File: src/rtl/add_nib_seq_if.sv
// Operand/result bundle for the nibble-serial add/sub sequencer.
// The issuing block owns the master side; add_nib_seq owns the slave side.
interface add_nib_seq_if #(
  parameter int WIDTH = 16
);
  logic             start_i;
  logic             sub_i;
  logic [WIDTH-1:0] a_i;
  logic [WIDTH-1:0] b_i;
  logic             busy_o;
  logic             done_o;
  logic [WIDTH-1:0] s_o;
  logic             c_o;
  logic             v_o;
  logic             z_o;
  logic             n_o;

  modport master (
    output start_i, sub_i, a_i, b_i,
    input  busy_o, done_o, s_o, c_o, v_o, z_o, n_o
  );

  modport slave (
    input  start_i, sub_i, a_i, b_i,
    output busy_o, done_o, s_o, c_o, v_o, z_o, n_o
  );
endinterface

File: src/rtl/add_nib_seq.sv
// WIDTH-bit add/subtract computed one nibble per cycle through a single 4-bit
// add/sub slice, LSB first, with the inter-nibble carry held in a register.
module add_nib_seq #(
  parameter int WIDTH = 16
) (
  input  logic         clk_i,
  input  logic         rst_ni,
  add_nib_seq_if.slave bus
);
  localparam int NIB = WIDTH / 4;
  localparam int KW  = (NIB > 1) ? $clog2(NIB) : 1;

  localparam logic [1:0] S_IDLE = 2'd0;
  localparam logic [1:0] S_RUN  = 2'd1;
  localparam logic [1:0] S_DONE = 2'd2;

  logic [1:0]       state_q, state_d;
  logic [KW-1:0]    k_q, k_d;
  logic [WIDTH-1:0] a_q, a_d;
  logic [WIDTH-1:0] b_q, b_d;
  logic             sub_q, sub_d;
  logic             carry_q, carry_d;
  logic [WIDTH-1:0] acc_q, acc_d;
  logic [WIDTH-1:0] s_q, s_d;
  logic             c_q, c_d;
  logic             v_q, v_d;
  logic             z_q, z_d;
  logic             n_q, n_d;

  logic [3:0]       a_nib, b_nib, sum_nib;
  logic             slice_c;
  logic [WIDTH-1:0] acc_fin;
  logic             accept;
  logic             last_nib;

  // 4-bit add/sub slice: B is inverted for subtract, carry-in seeds the +1.
  assign a_nib              = 4'(a_q >> (4 * k_q));
  assign b_nib              = 4'(b_q >> (4 * k_q));
  assign {slice_c, sum_nib} = {1'b0, a_nib} + {1'b0, b_nib ^ {4{sub_q}}} + {4'b0, carry_q};

  assign accept   = bus.start_i && ((state_q == S_IDLE) || (state_q == S_DONE));
  assign last_nib = (k_q == KW'(NIB - 1));

  // NOTE: every always_comb target gets a default first, so no path can infer a latch.
  always_comb begin
    acc_fin = acc_q;
    for (int i = 0; i < NIB; i++) begin
      if (k_q == KW'(i)) acc_fin[i*4 +: 4] = sum_nib;
    end
  end

  always_comb begin
    state_d = state_q;
    k_d     = k_q;
    a_d     = a_q;
    b_d     = b_q;
    sub_d   = sub_q;
    carry_d = carry_q;
    acc_d   = acc_q;
    s_d     = s_q;
    c_d     = c_q;
    v_d     = v_q;
    z_d     = z_q;
    n_d     = n_q;

    if (accept) begin
      a_d     = bus.a_i;
      b_d     = bus.b_i;
      sub_d   = bus.sub_i;
      carry_d = bus.sub_i;
      acc_d   = '0;
      k_d     = '0;
      state_d = S_RUN;
    end else begin
      case (state_q)
        S_RUN: begin
          acc_d   = acc_fin;
          carry_d = slice_c;
          if (last_nib) begin
            state_d = S_DONE;
            k_d     = '0;
            s_d     = acc_fin;
            c_d     = slice_c;
            n_d     = acc_fin[WIDTH-1];
            z_d     = (acc_fin == '0);
            // Overflow: operands (B after optional inversion) agree in sign, result does not.
            v_d     = (a_q[WIDTH-1] == (b_q[WIDTH-1] ^ sub_q)) &&
                      (acc_fin[WIDTH-1] != a_q[WIDTH-1]);
          end else begin
            k_d = k_q + KW'(1);
          end
        end
        S_DONE:  state_d = S_IDLE;
        S_IDLE:  state_d = S_IDLE;
        default: state_d = S_IDLE;
      endcase
    end
  end

  // NOTE: state registers use non-blocking assignments so all of them update
  // from the same pre-edge values; reset clears every register, an aborted
  // operation leaves nothing behind.
  always_ff @(posedge clk_i or negedge rst_ni) begin
    if (!rst_ni) begin
      state_q <= S_IDLE;
      k_q     <= '0;
      a_q     <= '0;
      b_q     <= '0;
      sub_q   <= 1'b0;
      carry_q <= 1'b0;
      acc_q   <= '0;
      s_q     <= '0;
      c_q     <= 1'b0;
      v_q     <= 1'b0;
      z_q     <= 1'b0;
      n_q     <= 1'b0;
    end else begin
      state_q <= state_d;
      k_q     <= k_d;
      a_q     <= a_d;
      b_q     <= b_d;
      sub_q   <= sub_d;
      carry_q <= carry_d;
      acc_q   <= acc_d;
      s_q     <= s_d;
      c_q     <= c_d;
      v_q     <= v_d;
      z_q     <= z_d;
      n_q     <= n_d;
    end
  end

  assign bus.busy_o = (state_q == S_RUN);
  assign bus.done_o = (state_q == S_DONE);
  assign bus.s_o    = s_q;
  assign bus.c_o    = c_q;
  assign bus.v_o    = v_q;
  assign bus.z_o    = z_q;
  assign bus.n_o    = n_q;
endmodule

File: src/flat_wrapper.sv
// flat-port wrapper written by rule: the top's interface ports become plain ports
module add_nib_seq_flat 
#(
  parameter int WIDTH = 16
)
  (clk_i, rst_ni, bus_start_i, bus_sub_i, bus_a_i, bus_b_i, bus_busy_o, bus_done_o, bus_s_o, bus_c_o, bus_v_o, bus_z_o, bus_n_o);
  add_nib_seq_if #(.WIDTH(WIDTH)) bus_i ();
  input  logic clk_i;
  input  logic rst_ni;
  input wire logic [$bits(bus_i.start_i)-1:0] bus_start_i;
  input wire logic [$bits(bus_i.sub_i)-1:0] bus_sub_i;
  input wire logic [$bits(bus_i.a_i)-1:0] bus_a_i;
  input wire logic [$bits(bus_i.b_i)-1:0] bus_b_i;
  output wire logic [$bits(bus_i.busy_o)-1:0] bus_busy_o;
  output wire logic [$bits(bus_i.done_o)-1:0] bus_done_o;
  output wire logic [$bits(bus_i.s_o)-1:0] bus_s_o;
  output wire logic [$bits(bus_i.c_o)-1:0] bus_c_o;
  output wire logic [$bits(bus_i.v_o)-1:0] bus_v_o;
  output wire logic [$bits(bus_i.z_o)-1:0] bus_z_o;
  output wire logic [$bits(bus_i.n_o)-1:0] bus_n_o;
  assign bus_i.start_i = bus_start_i;
  assign bus_i.sub_i = bus_sub_i;
  assign bus_i.a_i = bus_a_i;
  assign bus_i.b_i = bus_b_i;
  assign bus_busy_o = bus_i.busy_o;
  assign bus_done_o = bus_i.done_o;
  assign bus_s_o = bus_i.s_o;
  assign bus_c_o = bus_i.c_o;
  assign bus_v_o = bus_i.v_o;
  assign bus_z_o = bus_i.z_o;
  assign bus_n_o = bus_i.n_o;
  add_nib_seq #(.WIDTH(WIDTH)) u_core (.clk_i(clk_i), .rst_ni(rst_ni), .bus(bus_i));
endmodule
File: config.mk
export PLATFORM = sky130hd
export DESIGN_NAME = add_nib_seq_flat
export DESIGN_NICKNAME = d
export VERILOG_FILES = /design/src/rtl/add_nib_seq_if.sv /design/src/rtl/add_nib_seq.sv /design/src/flat_wrapper.sv
export SDC_FILE = /design/constraint.sdc
export NUM_CORES = 1
export LEC_CHECK = 0
export BUFFER_PORTS_ARGS = -buffer_cell sky130_fd_sc_hd__buf_2
export CORE_MARGIN = 1
export CORE_UTILIZATION = 59
export DETAILED_ROUTE_END_ITERATION = 16
export GPL_TIMING_DRIVEN = 0
export PLACE_DENSITY = 0.86
export SKIP_CTS_REPAIR_TIMING = 1
export SLEW_MARGIN = 20
export SYNTH_ARGS = -nofsm -noshare
export SYNTH_HDL_FRONTEND = slang
export SYNTH_SLANG_ARGS = --single-unit
File: constraint.sdc
create_clock -name clk_i -period 4.95 [get_ports clk_i]
set_clock_uncertainty 0.15 [all_clocks]
set_input_delay 0.99 -clock clk_i [delete_from_list [all_inputs] [get_ports clk_i]]
set_output_delay 0.99 -clock clk_i [all_outputs]
set_load 0.02 [all_outputs]
==> results of run 1 <==
## area by class of cell
class	count	share of cell area
repair buffers	58	0.0828
well taps	70	0.0230
inverters	9	0.00887
plain buffers	21	0.0246
multi-input cells	230	0.364
clock inverters	2	0.00263
flip-flops and latches	69	0.454
clock buffers	12	0.0407
## cells by family after synthesis
kind of cell	after synthesis	share of synthesized area
mux	15	0.0788
simple gates	149	0.189
fa+ha+maj	9	0.0394
compound gates	51	0.104
xor+xnor	6	0.0162
flops	69	0.533
buf+inv	30	0.0394
## cells in the mapped netlist (2+ instances only)
cell type,instances,area share
sky130_fd_sc_hd__a21o_2,3,0.0081
sky130_fd_sc_hd__a21oi_1,10,0.015
sky130_fd_sc_hd__a22o_1,6,0.016
sky130_fd_sc_hd__a31oi_1,4,0.0077
sky130_fd_sc_hd__a32o_1,7,0.022
sky130_fd_sc_hd__buf_1,2,0.0023
sky130_fd_sc_hd__buf_2,3,0.0046
sky130_fd_sc_hd__clkbuf_1,14,0.016
sky130_fd_sc_hd__dfrtp_1,69,0.53
sky130_fd_sc_hd__fa_1,2,0.012
sky130_fd_sc_hd__ha_1,7,0.027
sky130_fd_sc_hd__inv_1,7,0.0081
sky130_fd_sc_hd__mux2i_1,6,0.019
sky130_fd_sc_hd__mux4_2,8,0.056
sky130_fd_sc_hd__nand2_1,115,0.13
sky130_fd_sc_hd__nand2b_1,2,0.0039
sky130_fd_sc_hd__nand3_1,2,0.0031
sky130_fd_sc_hd__nor2_1,14,0.016
sky130_fd_sc_hd__nor2b_1,5,0.0097
sky130_fd_sc_hd__nor4_1,4,0.0077
sky130_fd_sc_hd__o21ai_0,17,0.026
sky130_fd_sc_hd__or3_1,2,0.0039
sky130_fd_sc_hd__xnor2_1,2,0.0054
sky130_fd_sc_hd__xor2_1,4,0.011
## placed cells by master (no fill, tap or decap), drive strengths merged, types with 2 or more instances in the layout
master	synthesis	routed
xnor2	2	2
mux4	8	8
ha	7	7
clkbuf	14	26
a21o	3	3
a32o	7	7
a22o	6	6
mux2i	6	6
xor2	4	4
dfrtp	69	69
a21oi	10	10
fa	2	2
nor2	14	14
nand2b	2	2
inv	8	8
nand3	2	2
clkinv	1	3
buf	7	65
a31oi	4	4
nand2	116	116
nor4	4	4
or3	2	2
nor2b	5	5
o21ai	18	18
## metal layers
layer / track usage / wire, um / share of wire / vias to the layer above
li1: - / - / - / 1246
met1: 0.328 / 2970 / 0.42 / 1282
met2: 0.476 / 3640 / 0.51 / 85
met3: 0.0359 / 313 / 0.044 / 16
met4: 0.148 / 191 / 0.027 / 0
met5: 0 / 0 / 0 / -
## worst min-delay path: cells and delay by family, from the launching register on
kind / cells / cell delay [ns]
DFF: 1 / 0.34
and+or+nand+nor: 2 / 0.10
## sequential cells by signal, summed over array words and instances (netlist names)
| name | flops |
|---|---|
| u_core.bus.s_o | 16 |
| u_core.bus.v_o | 1 |
| u_core.acc_q | 12 |
| u_core.bus.c_o | 1 |
| u_core.k_q | 2 |
| u_core.a_q | 16 |
| u_core.state_q | 2 |
| u_core.sub_q | 1 |
| u_core.bus.z_o | 1 |
| u_core.carry_q | 1 |
| u_core.b_q | 16 |
## how the worst max path moves through the flow
stage	to	from	slack, ns
after floorplan	u_core.bus.z_o	u_core.k_q[0]	1.89
after global placement	u_core.bus.z_o	u_core.k_q[0]	1.50
after detailed placement	u_core.bus.z_o	u_core.k_q[0]	1.39
after CTS	u_core.bus.z_o	u_core.k_q[0]	1.38
after global routing	u_core.bus.z_o	u_core.k_q[0]	1.13
final	u_core.bus.z_o	u_core.k_q[0]	1.41
## per-stage QoR
step / worst slack (ns) / utilization / hold slack (ns) / area, um^2 / std cells
after floorplan: 1.89 / - / 0.290 / 3240 / 329
after global placement: 1.50 / 0.694 / 0.303 / 3610 / 456
after detailed placement: 1.39 / 0.700 / 0.309 / 3640 / 457
after CTS: 1.38 / 0.731 / 0.324 / 3810 / 471
after global routing: 1.13 / 0.731 / 0.358 / 3810 / 471
final: 1.41 / 0.731 / 0.323 / 3810 / 471
==> load_flow_metrics.sql, run 1 <==
INSERT INTO impl_metrics (metric_group, metric, value, unit) VALUES
('logic_synthesis', 'yosysWarningCount', '0', ''),
('layout', 'number_of_nets_in_the_final_layout', '443', ''),
('sta', 'setup-tns-final', '0', 'ns'),
('floorplanning', 'die-width', '76.1', 'um'),
('setup_path', 'worstReg2RegStart', 'u_core.k_q[0]', ''),
('cts', 'cts_buffers', '9', ''),
('logic_synthesis', 'postSynthNetCount', '374', ''),
('grt', 'antenna_found_initial', '0', ''),
('setup_path', 'buf_inv_on_cp', '2', ''),
('routing', 'drt-initial-drc-count', '242', ''),
('logic_synthesis', 'synth_sequential_area_ratio', '0.533', ''),
('sta', 'timing.fmax', '0.283', 'GHz'),
('sta', 'setup_violations', '0', ''),
('floorplanning', 'dieHeight', '76.1', 'um'),
('sta', 'worstMarginPinSlew', '0.594', 'ns'),
('setup_path', 'timing.critical_path.required', '5.08', 'ns'),
('setup_path', 'crit_path_max_fanout', '10', ''),
('layout', 'area_growth_syn_to_fin', '17.5', '%'),
('sta', 'max-slew-margin-rel', '0.601', ''),
('hold_path', 'worstHoldEndpoint', 'u_core.bus.s_o[13]', ''),
('floorplanning', 'floorplan.initialDensity', '0.622', ''),
('hold_path', 'holdCritStartpoint', 'u_core.bus.s_o[13]', ''),
('layout', 'final-seq-area', '1730', 'um^2'),
('setup_path', 'critPathTopFamily', 'XOR/XNOR gates', ''),
('sta', 'finalHoldViolCount', '0', ''),
('status', 'run_status', 'completed', ''),
('grt', 'gr-total-overflow', '0', ''),
('sta', 'final.min_clock_period', '3.54', 'ns'),
('routing', 'num_vias', '2629', ''),
('setup_path', 'critical_path.endpoint_type', 'flop', ''),
('grt', 'groute.usage.overall', '0.272', ''),
('sta', 'post-route-period-util', '0.714', ''),
('setup_path', 'critical_path.cell_chain', 'buf_2 > mux4_2 > xnor2_1 > fa_1 > inv_1 > fa_1 > xnor2_1 > o22ai_1 > nor4_1 > a32o_1', ''),
('routing', 'wl_per_cell', '15.1', 'um'),
('floorplanning', 'core_area', '5200', 'um^2'),
('hold_path', 'hold-path-cell-count', '2', ''),
('setup_path', 'timing_worst_setup_path_type', 'reg2reg', ''),
('logic_synthesis', 'synth-edff-count', '0', ''),
('cts', 'cts_tree', 'done', ''),
('routing', 'detail_route.first_pass.iterations', '4', ''),
('placed_design', 'port_buffers', '57', ''),
('logic_synthesis', 'synth.avg_cell_area', '9.85', 'um^2'),
('placed_design', 'post-dp-hpwl', '5180', 'um'),
('layout', 'n_antenna_cell', '0', ''),
('cts', 'clkLatencyLatePin', '0.34', 'ns'),
('routing', 'via_per_inst', '5.58', ''),
('floorplanning', 'row_count', '26', ''),
('placed_design', 'place_congestion', '0.881', ''),
('hold_path', 'path_category_of_the_worst_min_delay_check', 'reg2reg', ''),
('setup_path', 'reg2reg_setup_slack', '1.41', 'ns'),
('floorplanning', 'pin_count', '58', ''),
('layout', 'fill_cells', '392', ''),
('setup_path', 'crit_path_start_kind', 'flop', ''),
('floorplanning', 'die_area', '5790', 'um^2'),
('logic_synthesis', 'asyncSetResetFlopFracSynth', '1.00', ''),
('setup_path', 'critical_path_depth', '10', ''),
('setup_path', 'critical-path-slowest-cell', 'sky130_fd_sc_hd__mux4_2', ''),
('cts', 'htree_levels', '3', ''),
('setup_path', 'worstPathArrival', '3.67', 'ns'),
('layout', 'post_route_cells_drive_above_1_share', '0.227', ''),
('cts', 'clk_path_buf_depth', '2', ''),
('run', 'max_cap_viol_count', '0', ''),
('grt', 'grt_pass1_wl', '12200', 'um'),
('sta', 'unrepaired_setup_endpoints_after_global_routing', 'false', ''),
('routing', 'drc_viols', '0', ''),
('logic_synthesis', 'synthCells', '329', ''),
('cts', 'tritoncts_num_sinks', '69', ''),
('logic_synthesis', 'synth.distinct_cells', '38', ''),
('cts', 'clk_pin_slew', '0.07', 'ns'),
('grt', 'grt_start_max_net_pins', '49', ''),
('routing', 'antenna_left', '0', ''),
('cts', 'root_buffer', 'sky130_fd_sc_hd__clkbuf_8', ''),
('setup_path', 'r2r_cells', '10', ''),
('logic_synthesis', 'synth_ff_type', 'sky130_fd_sc_hd__dfrtp_1', ''),
('setup_path', 'slowest_delay', '0.57', 'ns'),
('logic_synthesis', 'synthesized_cell_area', '3240', 'um^2'),
('grt', 'first_global_vias', '2692', ''),
('sta', 'drv_slew', '0', ''),
('routing', 'detail_route.wirelength', '7120', 'um'),
('setup_path', 'regToRegEndpoint', 'u_core.bus.z_o', ''),
('layout', 'multi_input_area', '1390', 'um^2'),
('logic_synthesis', 'ys_ff_latch', '69', '');
Power of run 1 is left out: the tool's default activity adds up to more than one toggle a clock period on the data nets, which glitch-free logic cannot reach.
==> inputs of run 2 (changes only) <==
--- a/config.mk
+++ b/config.mk
@@ -7,10 +7,10 @@
 export LEC_CHECK = 0
 export BUFFER_PORTS_ARGS = -buffer_cell sky130_fd_sc_hd__buf_2
 export CORE_MARGIN = 1
-export CORE_UTILIZATION = 59
+export CORE_UTILIZATION = 55
 export DETAILED_ROUTE_END_ITERATION = 16
 export GPL_TIMING_DRIVEN = 0
-export PLACE_DENSITY = 0.86
+export PLACE_DENSITY = 0.81
 export SKIP_CTS_REPAIR_TIMING = 1
 export SLEW_MARGIN = 20
 export SYNTH_ARGS = -nofsm -noshare
==> constraint.sdc (replaced) <==
create_clock -name clk_i -period 3.65 [get_ports clk_i]
set_clock_uncertainty 0.15 [all_clocks]
set_input_delay 0.73 -clock clk_i [delete_from_list [all_inputs] [get_ports clk_i]]
set_output_delay 0.73 -clock clk_i [all_outputs]
set_load 0.02 [all_outputs]
==> run 2 against run 1 <==
  * First-iteration DRC count down 2.9%
  * Routed wire length up 0.53%
  * Register-to-register slack worse by 1.1 ns
  * Global-route usage down 1.1 points
  * Non-clock buffer count fell by 1
  * Via count shrank 2.5%
  * Core utilization decreased by 4.1 points
  * Final cell count rose by 0.64%
  * Critical path type unchanged
==> load_flow_metrics.sql, run 2 (same netlist as run 1, synthesis figures left out) <==
INSERT INTO impl_metrics (metric_group, metric, value, unit) VALUES
('status', 'run_status', 'completed', ''),
('layout', 'leading_cell_type_in_the_layout_fill_and_taps_excluded', 'sky130_fd_sc_hd__nand2_1', ''),
('setup_path', 'critical_path.endpoint_type', 'flop', ''),
('sta', 'post-route-period-util', '0.916', ''),
('sta', 'final.min_clock_period', '3.34', 'ns'),
('placed_design', 'post-dp-hpwl', '5070', 'um'),
('sta', 'finalHoldViolCount', '0', ''),
('setup_path', 'timing.critical_path.required', '3.78', 'ns'),
('floorplanning', 'dieHeight', '78.7', 'um'),
('routing', 'detail_route.first_pass.iterations', '4', ''),
('setup_path', 'timing_worst_setup_path_type', 'reg2reg', ''),
('setup_path', 'regToRegEndpoint', 'u_core.bus.z_o', ''),
('sta', 'drv_slew', '0', ''),
('floorplanning', 'row_count', '27', ''),
('sta', 'max-slew-margin-rel', '0.614', ''),
('placed_design', 'port_buffers', '57', ''),
('routing', 'wl_per_cell', '15.1', 'um'),
('cts', 'clk_path_buf_depth', '2', ''),
('layout', 'area_growth_syn_to_fin', '19.6', '%'),
('layout', 'number_of_nets_in_the_final_layout', '442', ''),
('setup_path', 'launching_instance_or_port_of_the_critical_path', 'u_core.k_q[0]', ''),
('setup_path', 'crit_path_start_kind', 'flop', ''),
('grt', 'grt_pass1_wl', '12100', 'um'),
('cts', 'root_buffer', 'sky130_fd_sc_hd__clkbuf_8', ''),
('placed_design', 'place_congestion', '0.886', ''),
('setup_path', 'worstPathArrival', '3.48', 'ns'),
('grt', 'groute.usage.overall', '0.262', ''),
('grt', 'gr-total-overflow', '0', ''),
('floorplanning', 'core_area', '5610', 'um^2'),
('setup_path', 'r2r_cells', '10', ''),
('cts', 'cts_buffers', '9', ''),
('routing', 'num_vias', '2562', ''),
('routing', 'drt-initial-drc-count', '235', ''),
('routing', 'antenna_left', '0', ''),
('sta', 'unrepaired_setup_endpoints_after_global_routing', 'false', ''),
('setup_path', 'reg2reg_setup_slack', '0.31', 'ns'),
('sta', 'setup-tns-final', '0', 'ns'),
('layout', 'n_antenna_cell', '0', ''),
('routing', 'detail_route.wirelength', '7160', 'um'),
('cts', 'htree_levels', '3', ''),
('setup_path', 'worstReg2RegStart', 'u_core.k_q[0]', ''),
('cts', 'clkLatencyLatePin', '0.35', 'ns'),
('grt', 'grt_start_max_net_pins', '57', ''),
('run', 'max_cap_viol_count', '0', ''),
('sta', 'timing.fmax', '0.299', 'GHz'),
('cts', 'tritoncts_num_sinks', '69', ''),
('grt', 'antenna_found_initial', '0', ''),
('cts', 'cts_tree', 'done', ''),
('floorplanning', 'floorplan.initialDensity', '0.578', ''),
('floorplanning', 'pin_count', '58', ''),
('sta', 'worstMarginPinSlew', '0.579', 'ns'),
('floorplanning', 'die-width', '78.7', 'um'),
('sta', 'setup_violations', '0', ''),
('routing', 'drc_viols', '0', ''),
('routing', 'via_per_inst', '5.41', ''),
('grt', 'first_global_vias', '2554', ''),
('cts', 'clk_pin_slew', '0.07', 'ns'),
('layout', 'final_cell_mix', 'sky130_fd_sc_hd__nand2_1, sky130_fd_sc_hd__dfrtp_1, sky130_fd_sc_hd__buf_2', ''),
('hold_path', 'path_category_of_the_worst_min_delay_check', 'in2async', ''),
('setup_path', 'crit_path_max_fanout', '10', ''),
('floorplanning', 'die_area', '6200', 'um^2'),
('layout', 'post_route_cells_drive_above_1_share', '0.234', '');
-- run 2: cell types whose count changed in the layout (fill, tap and decap cells not counted), sizes merged --
cell / delta
clkbuf: -1
bufinv: +2
-- run 2: worst max-delay path by stage --
stage | to | cells after the start
3_5_place_dp | u_core.bus.z_o | 10
3_3_place_gp | u_core.bus.z_o | 10
4_1_cts | u_core.bus.z_o | 10
2_1_floorplan | u_core.bus.z_o | 11
5_1_grt | u_core.bus.z_o | 10
6_report | u_core.bus.z_o | 10
-- run 2: layout make-up --
cell class                      count  area, um^2
Fill cell                         452        1730
Sequential cell                    69        1730
Multi-Input combinational cell    230        1390
Timing Repair Buffer               58         315
Clock buffer                       12         155
Buffer                             20        90.1
Tap cell                           72        90.1
Clock inverter                      4        70.1
Inverter                            9        33.8
-- run 2: stage by stage --
step / instance area (um^2) / setup WS (ns) / hold WS (ns) / util / std cells
after global routing: 3870 / 0.101 / 0.0833 / 0.691 / 474
after CTS: 3870 / 0.0410 / 0.0835 / 0.690 / 475
after detailed placement: 3640 / 0.0616 / 0.307 / 0.650 / 459
final: 3870 / 0.307 / 0.0859 / 0.691 / 474
after global placement: 3610 / 0.144 / 0.303 / 0.645 / 458
after floorplan: 3240 / 0.592 / 0.284 / - / 329
-- run 2: critical path, cell delays in order (launching register included) --
cell                      delay, ns
sky130_fd_sc_hd__dfrtp_1       0.39
sky130_fd_sc_hd__buf_2         0.32
sky130_fd_sc_hd__mux4_2        0.57
sky130_fd_sc_hd__xnor2_1       0.21
sky130_fd_sc_hd__fa_1          0.22
sky130_fd_sc_hd__inv_1         0.05
sky130_fd_sc_hd__fa_1          0.42
sky130_fd_sc_hd__xnor2_2       0.38
sky130_fd_sc_hd__o22ai_1       0.17
sky130_fd_sc_hd__nor4_1        0.20
sky130_fd_sc_hd__a32o_1        0.19
-- run 2: metal layers --
metal	track usage	up-vias	wire length, um
li1	-	1243	-
met5	0	-	0
met3	0.0598	8	301
met2	0.424	70	3520
met1	0.349	1241	3250
met4	0.0870	0	85
Power of run 2 is left out for the same reason.
